===== config.mk =====
export PLATFORM = sky130hd
export DESIGN_NAME = mem_access_unit
export DESIGN_NICKNAME = d
export VERILOG_FILES = /design/src/rtl/mem_access_unit.sv
export SDC_FILE = /design/constraint.sdc
export NUM_CORES = 1
export LEC_CHECK = 0
export CAP_MARGIN = 10
export CORE_MARGIN = 3
export CORE_UTILIZATION = 49
export DETAILED_ROUTE_END_ITERATION = 6
export HOLD_SLACK_MARGIN = 0.02
export PLACE_DENSITY = 0.86
export SYNTH_ARGS = -nofsm -noshare
export SYNTH_HDL_FRONTEND = slang
export SYNTH_SLANG_ARGS = --single-unit

===== constraint.sdc =====
create_clock -name clk -period 2.94 [get_ports clk]
set_input_delay 0.441 -clock clk [delete_from_list [all_inputs] [get_ports clk]]
set_output_delay 0.441 -clock clk [all_outputs]
set_load 0.02 [all_outputs]

===== src/rtl/mem_access_unit.sv =====
// ---------------------------------------------------------------------------
// mem_access_unit
//   Registered load/store sequencer between the CPU core and a word-wide
//   memory port. It takes one CPU request at a time and runs a req/ack
//   handshake with wait states toward memory. It builds byte enables and
//   replicated store lanes for stores. For loads it extracts, rotates and
//   extends the returned word. It aborts on a misaligned halfword and on a
//   memory timeout.
//
//   Ports
//     clk, rst_n        clock, asynchronous active-low reset
//     cpu_req/we/size/signed/fetch/addr/wdata    request from core
//     cpu_ready         idle, request may be accepted
//     cpu_done          1-cycle pulse, access completed, cpu_rdata valid
//     cpu_abort         1-cycle pulse, access aborted
//     cpu_rdata         load result, held until the next completed load
//     mem_req/we/addr/be/wdata   memory request, held until mem_ack
//     mem_rdata, mem_ack         memory response
// ---------------------------------------------------------------------------
module mem_access_unit #(
    parameter int ADDR_W       = 32,
    parameter int WAIT_TIMEOUT = 16,
    parameter int CNT_W        = 8
) (
    input  logic              clk,
    input  logic              rst_n,
    input  logic              cpu_req,
    input  logic              cpu_we,
    input  logic [1:0]        cpu_size,
    input  logic              cpu_signed,
    input  logic              cpu_fetch,
    input  logic [ADDR_W-1:0] cpu_addr,
    input  logic [31:0]       cpu_wdata,
    output logic              cpu_ready,
    output logic              cpu_done,
    output logic              cpu_abort,
    output logic [31:0]       cpu_rdata,
    output logic              mem_req,
    output logic              mem_we,
    output logic [ADDR_W-1:0] mem_addr,
    output logic [3:0]        mem_be,
    output logic [31:0]       mem_wdata,
    input  logic [31:0]       mem_rdata,
    input  logic              mem_ack
);

    localparam logic [1:0] S_IDLE = 2'd0;
    localparam logic [1:0] S_REQ  = 2'd1;
    localparam logic [1:0] S_RESP = 2'd2;
    localparam logic [1:0] S_ABRT = 2'd3;

    // Normalised access sizes (size 11 folds into word).
    localparam logic [1:0] SZ_BYTE = 2'b00;
    localparam logic [1:0] SZ_HALF = 2'b01;
    localparam logic [1:0] SZ_WORD = 2'b10;

    logic [1:0]        state_reg;
    logic [CNT_W-1:0]  wait_cnt_reg;
    logic [1:0]        size_reg;
    logic              signed_reg;
    logic              fetch_reg;
    logic [1:0]        lane_reg;
    logic              mem_we_reg;
    logic [ADDR_W-1:0] mem_addr_reg;
    logic [3:0]        mem_be_reg;
    logic [31:0]       mem_wdata_reg;
    logic [31:0]       rdata_reg;

    // Request decode, evaluated while idle
    logic        accept;
    logic [1:0]  size_next;
    logic        we_next;
    logic        misalign;
    logic [3:0]  be_next;
    logic [31:0] wdata_next;

    // A fetch is always an unsigned, unrotated word load.
    assign accept    = cpu_req && (state_reg == S_IDLE);
    assign size_next = (cpu_fetch || cpu_size[1]) ? SZ_WORD : cpu_size;
    assign we_next   = cpu_we && !cpu_fetch;
    assign misalign  = (size_next == SZ_HALF) && cpu_addr[0];

    // Per-lane enable and store data. Loads always read the full word.
    generate
        for (genvar gi = 0; gi < 4; gi++) begin : g_lane
            assign be_next[gi] = !we_next
                              || (size_next == SZ_WORD)
                              || ((size_next == SZ_BYTE) && (cpu_addr[1:0] == 2'(gi)))
                              || ((size_next == SZ_HALF) && (cpu_addr[1] == 1'(gi / 2)));
            assign wdata_next[8*gi +: 8] =
                (size_next == SZ_BYTE) ? cpu_wdata[7:0] :
                (size_next == SZ_HALF) ? cpu_wdata[8*(gi % 2) +: 8] :
                                         cpu_wdata[8*gi +: 8];
        end
    endgenerate

    // Load result from the word currently on mem_rdata
    logic [31:0] shifted;
    logic [63:0] rot64;
    logic [15:0] half_sel;
    logic [31:0] load_next;

    always_comb begin
        shifted   = mem_rdata >> {lane_reg, 3'b000};
        // Rotate-right implemented as a shift of the doubled word.
        rot64     = {mem_rdata, mem_rdata} >> {lane_reg, 3'b000};
        half_sel  = lane_reg[1] ? mem_rdata[31:16] : mem_rdata[15:0];
        load_next = fetch_reg ? mem_rdata : rot64[31:0];
        case (size_reg)
            SZ_BYTE: load_next = {{24{signed_reg & shifted[7]}}, shifted[7:0]};
            SZ_HALF: load_next = {{16{signed_reg & half_sel[15]}}, half_sel};
            default: ;
        endcase
    end

    // The cycle being evaluated is the WAIT_TIMEOUT-th cycle without ack.
    logic timeout;
    assign timeout = (WAIT_TIMEOUT != 0) && (wait_cnt_reg == CNT_W'(WAIT_TIMEOUT - 1));

    always_ff @(posedge clk or negedge rst_n) begin
        if (!rst_n) begin
            state_reg     <= S_IDLE;
            wait_cnt_reg  <= '0;
            size_reg      <= SZ_BYTE;
            signed_reg    <= 1'b0;
            fetch_reg     <= 1'b0;
            lane_reg      <= 2'b00;
            mem_we_reg    <= 1'b0;
            mem_addr_reg  <= '0;
            mem_be_reg    <= 4'b0000;
            mem_wdata_reg <= '0;
            rdata_reg     <= '0;
        end else begin
            case (state_reg)
                S_IDLE: begin
                    if (accept) begin
                        size_reg      <= size_next;
                        signed_reg    <= cpu_signed && !cpu_fetch;
                        fetch_reg     <= cpu_fetch;
                        lane_reg      <= cpu_addr[1:0];
                        mem_we_reg    <= we_next;
                        mem_addr_reg  <= {cpu_addr[ADDR_W-1:2], 2'b00};
                        mem_be_reg    <= be_next;
                        mem_wdata_reg <= wdata_next;
                        wait_cnt_reg  <= '0;
                        state_reg     <= misalign ? S_ABRT : S_REQ;
                    end
                end
                S_REQ: begin
                    if (mem_ack) begin
                        // Stores leave the previous load result in place.
                        if (!mem_we_reg) begin
                            rdata_reg <= load_next;
                        end
                        state_reg <= S_RESP;
                    end else begin
                        wait_cnt_reg <= wait_cnt_reg + CNT_W'(1);
                        if (timeout) begin
                            state_reg <= S_ABRT;
                        end
                    end
                end
                default: state_reg <= S_IDLE;
            endcase
        end
    end

    assign cpu_ready = (state_reg == S_IDLE);
    assign cpu_done  = (state_reg == S_RESP);
    assign cpu_abort = (state_reg == S_ABRT);
    assign cpu_rdata = rdata_reg;
    assign mem_req   = (state_reg == S_REQ);
    assign mem_we    = mem_we_reg;
    assign mem_addr  = mem_addr_reg;
    assign mem_be    = mem_be_reg;
    assign mem_wdata = mem_wdata_reg;

endmodule


# Yosys cells after proc, flatten, opt, wreduce, memory -nomap -nowiden
# Cells that the tools add are included.
totals:
  regBits: 115
  wordCells: 79
op_classes:
  add_sub_neg: 1
  n_eq_ne: 13
  shift: 2
  muxes: 17
  bitwise_logic: 4
  reduce_logical: 31
ops:
  columns: ["op", "count"]
  rows:
  - ["one-hot mux 32 bit (2 select lines)", 1]
  - [">> shifter 64 x 5 -> 32 bit", 1]
  - ["2-to-1 mux 8 bit", 7]
  - ["2-to-1 mux 32 bit", 1]
  - [">> shifter 32 x 5 -> 8 bit", 1]
  - ["2-to-1 mux 16 bit", 1]
  - ["one-hot mux 8 bit (2 select lines)", 1]
  - ["equality test 2 bit, second input constant", 5]
  - ["logical AND 1 bit", 10]
  - ["logical OR 1 bit", 10]
  - ["2-to-1 mux 2 bit", 5]
  - ["adder 8 x 1 -> 8 bit, second input constant", 1]
  - ["equality test 2 x 1 -> 1 bit, second input constant", 4]
  - ["equality test 8 x 4 -> 1 bit, second input constant", 1]
  - ["zero test 2 bit", 4]
  - ["AND reduction 3 bit", 2]
  - ["one-hot mux 2 bit (2 select lines)", 1]
  - ["AND reduction 2 bit", 2]
  - ["!= test 3 x 1 -> 1 bit, second input constant", 1]
  - ["bitwise AND 1 bit", 2]
  - ["zero test 1 bit", 2]
  - ["!= test 2 x 1 -> 1 bit, second input constant", 1]
  - ["!= test 2 bit, second input constant", 1]
  - ["NOT 1 bit", 2]
  - ["nonzero test 2 bit", 1]

# Longest topological paths before layout
# Gate-level depths: netlist (run 1).
depth:
  depth_word: 7
  ltp_mapped: 7
  ltp_nobuf: 5

# Least setup slack after synthesis (run 1)
# OpenSTA, ideal clock, no wires.
synth_path:
  path_type: "in2reg"
  start: "in mem_ack"
  end: "reg wait_cnt_reg[5]"
  setup_time_ns: 0.078
  t_arrival_ns: 1.533
  required_time_ns: 2.862
  slack_ns: 1.329
  path_stages: 5
  path_cell_list: "nand2b_2 -> a21o_1 -> buf_6 -> or4_1 -> a21oi_1"
synth_between:
  elab_chain_cells: 2
synth_rtl:
  columns: ["item", "line_no", "source"]
  rows:
  - ["start, declared", "44", "input logic mem_ack"]
  - ["!= test 2 bit (no line)", null, null]
  - ["AND reduction 3 bit (no line)", null, null]
  - ["end signal, assigned", "157", "wait_cnt_reg <= wait_cnt_reg + CNT_W'(1);"]
  - ["end, declared", "58", "logic [CNT_W-1:0] wait_cnt_reg;"]
# No other way between the ends.
# A chain may end at the register's enable or synchronous reset.

# Worst setup path in the final report (run 1)
layout_path:
  start: "reg lane_reg[1]"
  end: "reg rdata_reg[6], in the netlist cpu_rdata[6]"
layout_between:
  elab_chain_cells: 3
layout_rtl:
  columns: ["item", "line_no", "source"]
  rows:
  - ["start, declared", "62", "logic [1:0] lane_reg;"]
  - ["start signal, assigned", "140", "lane_reg <= cpu_addr[1:0];"]
  - [">> shifter 64 x 5 -> 32 bit", "106", "rot64 = {mem_rdata, mem_rdata} >> {lane_reg, 3'b000};"]
  - ["2-to-1 mux 32 bit", "108", "load_next = fetch_reg ? mem_rdata : rot64[31:0];"]
  - ["one-hot mux 32 bit (2 select lines) (*)", "109", "case (size_reg)"]
  - ["end signal, assigned", "153", "rdata_reg <= load_next;"]
  - ["end, declared", "67", "logic [31:0] rdata_reg;"]
# Mark *: on every way between the ends. The rest lies on a longest branch, timed or not.

==> results.md, run 1 <==
- Clock power share: 0.214
- Clock Tree Buf Depth: 2
- Relative slew slack: 0.389
- Post-CTS sizing: 0
- Synth Instances: 642
- FMAX: roughly 420 MHz
- Clock period minus final worst setup slack: around 2.4 ns
- Flops & latches, synth: 115
- Critical path buffers and inverters: 1
- Die X: 116 µm
- Status: finished clean
- Slew Limit Fails: 0
- Sequential-to-total area share from yosys stat: 0.488
- Multiplexer share of the synthesized area: 0.108
- H-tree depth: 4
- R2r startpoint: lane_reg[1]
- Skew-Pair Late Insertion Delay: a little over 0.4 ns
- Post-synth EDFFs: 0
- Post-Synth Adder-Cell Area: 0.00212
- RSZ-0062 raised after global routing: false
- Largest net degree at the start of global routing: between 80 and 90
- Gpl congestion: slightly above 1
- Internal: about 6 mW
- Hold buffers post-CTS: 0
- Fillers: 778
- Count of cell types in the netlist: 53
- Worst-path maximum fanout: 16
- Met3 Use GR: 0.110
- DRC violations left: 0
- Final TNS setup: 0 ns
- FFs w/ async S/R, synth: 1.00
- First-pass GRT wire length: 31100 µm
- Core ar.: 11600 µm²
- Initial antenna violation count: 0
- Critical path class: reg2reg
- Via density per instance: 6.02
- Reg2reg end: cpu_rdata[6]
- Worst r2r path cells: 4
- Worst setup path endpoint: cpu_rdata[6]
- Synth Area per Inst: 9.19 µm²
- Combinational power share: 0.497
- ANT cells: 0
- Max-cap violations: 0
- Sequential power share: 0.289
- Worst path arrival time: approximately 2.7 ns
- Actual slew at the worst max-slew pin: 0.914 ns
- Final hold violations: 0
- Core Util, Final: 0.749
- CTS sink count: approximately 120
- Ports: 210
- Complex-gate fraction of the synthesized area: 0.174
- Most used flip-flop cell after synthesis: dfrtp_1
- Total wire length: 19800 µm
- Buffers on Ports: 207
- Ordered list of cells on the worst path: clkinv_1, nor2_1, a22oi_1, a31oi_1
- Via count: 5974
- Min-delay worst type: in2async
- GR Util met2: 0.493
- Simple-gate share of the synthesized area: 0.181
- Worst Clk Skew: 0.00793 ns
- Commonest non-fill, non-tap cells in the layout: clkdlybuf4s50_1 (206), nand2_1 (157), dfrtp_1 (115), mux2i_1 (58), nor2_1 (49)
- Crit. path cell count: 4
- Row count: 39
- DR iter-0 viols: a little over 600
- Drt wl/cell: 19.9 µm
- Switching Share: 0.410
- Final Cycle Share: 0.806
- WP data required: around 3.3 ns
- Gr ovfl total: 0
- DRT Pass-1 Iters: 6
- Total CTS buffers: 17
- Xor/xnor share of the synthesized area: 0.00445
- Pre-CTS WS: 0.641 ns
- Die Height: 116 µm
- Overall routing resource usage: 0.299
- Cell chosen for the clock root: clkbuf_16
- CP Capture Type: flip-flop
- Crit-path max cell delay: 0.79 ns
- Share of post-route cells with drive strength above 1: 0.0671
- Psw: 4.15 mW
- Vias in the first global route: 6071
- Gr busiest metal: met2
- Initial core utilization: 0.508
- # nets final: 944
- VDD IR max: around 0.00081 V
- Reg2reg setup slack: 0.57 ns
- ANT nets after route: 0
- Final setup margin: 0.569 ns
- P_leak: 3.71 nW
- Worst Setup Start Kind: flip-flop
- # Post-CTS Setup Buffers: 0
- Final setup vio count: 0
- Global-route track usage on met1: 0.355
- Critical path origin: lane_reg[1]
- Pwr per Cell Area: 1160 nW/µm²
- CTS tree: built
- Die area: 13400 µm²
- Commonest non-fill, non-tap cell in the layout: clkdlybuf4s50_1
- Slowest CP cell: dfrtp_1
- Post-synthesis cell area: 5900 µm²
- Combinational family with the most area after synthesis: simple AND/OR/NAND/NOR gates
- Critical path's top delay family: flip-flops
- Clock Pin Slew Worst Setup and Hold Paths: 0.06 ns
- Area Overhead vs Synth: 47.5%
- HPWL after DPL: between 10000 and 15000 µm
- Synth warn: 0
## metal layers
| layer | vias up | routed length [µm] |
|---|---|---|
| met3 | 72 | 2470 |
| met1 | 2808 | 7340 |
| met4 | 0 | 614 |
| li1 | 2660 | - |
| met5 | - | 0 |
| met2 | 434 | 9390 |
## how the worst min path moves through the flow
stage,cells after the start,end,startpoint,slack [ns]
after floorplan,0,cpu_rdata[0],rst_n,0.15
after global placement,2,mem_addr[5],mem_addr[5],0.46
after detailed placement,2,mem_addr[6],mem_addr[6],0.46
after CTS,1,cpu_rdata[4],rst_n,0.12
after global routing,1,cpu_rdata[4],rst_n,0.15
final,1,cpu_rdata[4],rst_n,0.09
## synth_stat cells (2+ instances only)
master | count | area share
nand2_1 | 158 | 0.10
dfrtp_1 | 115 | 0.49
mux2i_1 | 58 | 0.098
nor2_1 | 49 | 0.031
o21ai_0 | 35 | 0.030
a21oi_1 | 31 | 0.026
buf_2 | 19 | 0.016
clkbuf_1 | 19 | 0.012
o22a_1 | 16 | 0.024
a221oi_1 | 15 | 0.022
nand3_1 | 15 | 0.013
o22ai_1 | 15 | 0.016
a31oi_1 | 13 | 0.014
a22oi_1 | 7 | 0.0089
inv_1 | 7 | 0.0045
a2bb2oi_1 | 6 | 0.0089
nand2b_1 | 6 | 0.0064
buf_4 | 5 | 0.0064
nand3b_1 | 4 | 0.0051
nor2b_1 | 3 | 0.0032
nor3_1 | 3 | 0.0025
o31ai_1 | 3 | 0.0038
or4_1 | 3 | 0.0038
xnor2_1 | 3 | 0.0045
a2111oi_0 | 2 | 0.0030
and2_1 | 2 | 0.0021
clkinv_1 | 2 | 0.0013
mux4_2 | 2 | 0.0076
nor3b_1 | 2 | 0.0025
## per-stage QoR
| step | cells | total power, mW | hold slack, ns | cell area [µm²] |
|---|---|---|---|---|
| 3_5_place_dp | 962 | 7.91 | 0.462 | 8090 |
| 3_3_place_gp | 962 | 7.73 | 0.457 | 8090 |
| 2_1_floorplan | 643 | 5.65 | 0.145 | 5900 |
| 4_1_cts | 993 | 10.1 | 0.119 | 8700 |
| 6_report | 993 | 10.1 | 0.0863 | 8700 |
| 5_1_grt | 993 | 10.7 | 0.150 | 8700 |
## power by group through the flow
stage                     Clock [mW]  Sequential, mW  Combinational (mW)
final                           2.17            2.93                5.04
after global routing            2.26            3.01                5.38
after CTS                       2.17            2.91                5.03
after detailed placement           0            2.93                4.98
after global placement             0            2.88                4.85
after floorplan                    0            3.51                2.14
## cell families (layout without fill, tap and decap cells)
group           Yosys count  after routing
mux                      61             61
xor+xnor                  3              3
buf+inv                  53            260
fa+ha+maj                 1              1
simple gates            253            253
compound gates          155            155
flops                   115            115
other cells               1              2
## area by class of cell
class | count | area, µm² | share of cell area
sequential | 115 | 2880 | 0.331
timing repair buffer | 220 | 2190 | 0.252
clock inverter | 13 | 185 | 0.0213
multi-input combinational | 475 | 2800 | 0.322
inverter | 9 | 33.8 | 0.00388
clock buffer | 18 | 429 | 0.0493
tap | 143 | 179 | 0.0206
(Power assumes the default switching activity.)
==> run 2, diff against run 1 <==
--- a/config.mk
+++ b/config.mk
@@ -7,10 +7,10 @@
 export LEC_CHECK = 0
 export CAP_MARGIN = 10
 export CORE_MARGIN = 3
-export CORE_UTILIZATION = 49
+export CORE_UTILIZATION = 46
 export DETAILED_ROUTE_END_ITERATION = 6
 export HOLD_SLACK_MARGIN = 0.02
-export PLACE_DENSITY = 0.86
+export PLACE_DENSITY = 0.82
 export SYNTH_ARGS = -nofsm -noshare
 export SYNTH_HDL_FRONTEND = slang
 export SYNTH_SLANG_ARGS = --single-unit
==> constraint.sdc (replaced) <==
create_clock -name clk -period 2.25 [get_ports clk]
set_input_delay 0.3375 -clock clk [delete_from_list [all_inputs] [get_ports clk]]
set_output_delay 0.3375 -clock clk [all_outputs]
set_load 0.02 [all_outputs]
==> run 2 against run 1 <==
  * Utilization fell by 2.8 points
  * Sequential share of layout area fell by 0.52 points
  * First-iteration DRC count fell by 5.3%
  * Worst setup slack got worse by 0.45 ns
  * Combinational power rose by 36%
  * Routed wire length rose by 0.37%
  * Clock power rose by 26%
  * Final cell count rose by 3.7%
  * Critical path depth fell by 2
  * Critical path type is now reg2out
  * Worst hold slack improved by 0.37 ns
  * Sequential cell count did not move
  * Clock skew fell by 0.0023 ns
==> results.md, run 2 (same netlist as run 1, synthesis figures left out) <==
- Core ar.: 12300 µm² (+5.6%)
- Skew-Pair Late Insertion Delay: 0.41 ns (about the same)
- Inst Count DP: 998 (+3.7%)
- DRT Pass-1 Iters: 5 (-1)
- Core Util, Final: 0.721 (-0.0279)
- Worst-path maximum fanout: 11 (-5)
- Hold path depth: 3
- Gpl congestion: 0.947 (-6.2%)
- Gr ovfl total: 0 (unchanged)
- Critical path's top delay family: buffers and inverters
- Internal: 7.88 mW (+32%)
- DRC violations left: 0 (unchanged)
- CTS sink count: 115 (unchanged)
- ANT nets after route: 0 (unchanged)
- Die Height: 119 µm (+3.0%)
- Max-cap violations: 0 (unchanged)
- VDD IR max: 0.000950 V (+17%)
- Total CTS buffers: 17 (unchanged)
- Final setup margin: 0.122 ns (-0.447 ns)
- Combinational power share: 0.515 (+0.018)
- Design Area, Final: 8840 µm² (+1.7%)
- Final TNS setup: 0 ns (unchanged)
- Ports: 210 (unchanged)
- # nets final: 956 (+1.3%)
- Final hold violations: 0 (unchanged)
- DR iter-0 viols: 572 (-5.3%)
- Worst path arrival time: 1.79 ns (-0.91 ns)
- Fillers: 899 (+16%)
- Initial core utilization: 0.481 (-0.0268)
- Actual slew at the worst max-slew pin: 0.678 ns (-0.236 ns)
- Worst Setup Start Kind: flip-flop
- Ordered list of cells on the worst path: nor2_1, clkdlybuf4s50_1
- P_leak: 3.78 nW (+1.9%)
- Clock Pin Slew Worst Setup and Hold Paths: 0.05 ns (about the same)
- First-pass GRT wire length: 31800 µm (+2.2%)
- Clock period minus final worst setup slack: around 2.1 ns
- Final total power: 13.3 mW (+31%)
- Hold EP: mem_addr[19]
- Buffers on Ports: 207 (unchanged)
- CTS tree: built
- Psw: 5.40 mW (+30%)
- Area Overhead vs Synth: 49.9%
- Overall routing resource usage: 0.283 (-0.0157)
- Die X: 119 µm (+3.0%)
- Reg2reg setup slack: 0.28 ns (-0.29 ns)
- Slew Limit Fails: 0 (unchanged)
- Largest net degree at the start of global routing: 51 (-37%)
- FMAX: 470 MHz
- Status: finished clean
- Vias in the first global route: 6057 (-0.23%)
- Non-filler cells, final: 1030 (+3.7%)
- Cell chosen for the clock root: clkbuf_16
- Die area: 14200 µm² (+6.2%)
- Final setup vio count: 0 (unchanged)
- RSZ-0062 raised after global routing: false
- Min-delay worst type: in2reg
- Drt wl/cell: 19.3 µm (-3.2%)
- Relative slew slack: 0.548 (+0.159)
- Commonest non-fill, non-tap cell in the layout: clkdlybuf4s50_1
- # Post-CTS Setup Buffers: 0 (unchanged)
- R2r startpoint: fetch_reg
- Switching Share: 0.407 (-0.00310)
- Via count: 5979 (+0.084%)
- Slowest CP cell: clkdlybuf4s50_1
- Hold slack final: 0.453 ns (+0.367 ns)
- Total wire length: 19900 µm (+0.37%)
- Share of post-route cells with drive strength above 1: 0.0800 (+0.0130)
- Sequential power share: 0.279 (-0.010)
- HPWL after DPL: 14400 µm (+2.3%)
- Clock power share: 0.206 (-0.008)
- Reg2reg end: cpu_rdata[11]
- Final Cycle Share: 0.946
- WP data required: 1.91 ns (-1.36 ns)
- Worst r2r path cells: 4 (unchanged)
- Worst Clk Skew: 0.00560 ns (-0.00233 ns)
- Crit-path max cell delay: 0.64 ns (-0.15 ns)
- CP Capture Type: primary output
- Critical path buffers and inverters: 1 (unchanged)
- Commonest non-fill, non-tap cells in the layout: clkdlybuf4s50_1 (206), nand2_1 (157), dfrtp_1 (114), mux2i_1 (58), nor2_1 (49)
- Row count: 40 (+2.6%)
- Pre-CTS WS: 0.0577 ns (-0.584 ns)
- Initial antenna violation count: 0 (unchanged)
- Clock Tree Buf Depth: 2 (unchanged)
- Dpl cell area: 8240 µm² (+1.9%)
- Critical path class: reg2out
- Via density per instance: 5.80 (-3.5%)
- ANT cells: 0 (unchanged)
- Pwr per Cell Area: 1500 nW/µm² (+29%)
- Hold path startpoint: cpu_addr[19]
- H-tree depth: 4 (unchanged)
run 2: power by group through the flow:
stage               logic [mW]  registers [mW]  clock network [mW]
floorplan                 2.80            4.58                   0
global placement          6.60            3.67                   0
detailed placement        6.77            3.72                   0
CTS                       6.83            3.71                2.76
global route              7.32            3.83                2.84
finish                    6.84            3.71                2.73
run 2: final cells by class:
class	instances	area, µm²	share of cell area
Timing Repair Buffer	232	2320	0.263
Clock inverter	10	133	0.0150
Inverter	9	33.8	0.00382
Tap cell	168	210	0.0238
Multi-Input combinational cell	475	2810	0.317
Clock buffer	21	460	0.0521
Sequential cell	115	2880	0.326
run 2: what timing repair did:
action | 4_1_cts | 5_1_grt
endpoints found under the setup margin | 0 | 1
gates resized for setup | 0 | 2
hold buffers | 1 | 0
hold endpoints to repair | 42 | 0
run 2: worst reg2reg max path, delay by kind of cell, from the launching register on:
| kind | cells | cell delay [ns] |
|---|---|---|
| DFF | 1 | 0.52 |
| AOI/OAI and AO/OA | 3 | 0.99 |
| and+or+nand+nor | 1 | 0.39 |
run 2: metal layers:
| layer | part of all wire | vias to the layer above | wire [µm] | track usage |
|---|---|---|---|---|
| met3 | 0.11 | 63 | 2250 | 0.106 |
| met1 | 0.37 | 2858 | 7420 | 0.331 |
| met4 | 0.040 | 0 | 795 | 0.147 |
| li1 | - | 2697 | - | - |
| met5 | 0 | - | 0 | 0 |
| met2 | 0.47 | 361 | 9420 | 0.454 |
run 2: how the worst max path moves through the flow:
| stage | start | endpoint | slack, ns | cells after the start |
|---|---|---|---|---|
| 2_1_floorplan | state_reg[1] | size_reg[0] | 0.66 | 7 |
| 3_3_place_gp | mem_rdata[15] | cpu_rdata[28] | 0.17 | 5 |
| 3_5_place_dp | mem_rdata[23] | cpu_rdata[27] | 0.06 | 5 |
| 4_1_cts | state_reg[0] | mem_req | 0.07 | 2 |
| 5_1_grt | state_reg[1] | cpu_ready | 0.02 | 2 |
| 6_report | state_reg[1] | cpu_ready | 0.12 | 2 |
==> run 3, diff against run 2 <==
--- a/config.mk
+++ b/config.mk
@@ -9,7 +9,6 @@
 export CORE_MARGIN = 3
 export CORE_UTILIZATION = 46
 export DETAILED_ROUTE_END_ITERATION = 6
-export HOLD_SLACK_MARGIN = 0.02
 export PLACE_DENSITY = 0.82
 export SYNTH_ARGS = -nofsm -noshare
 export SYNTH_HDL_FRONTEND = slang
==> results of run 3 <==
No change in the layout: final DEF, timing and power equal those of run 2.
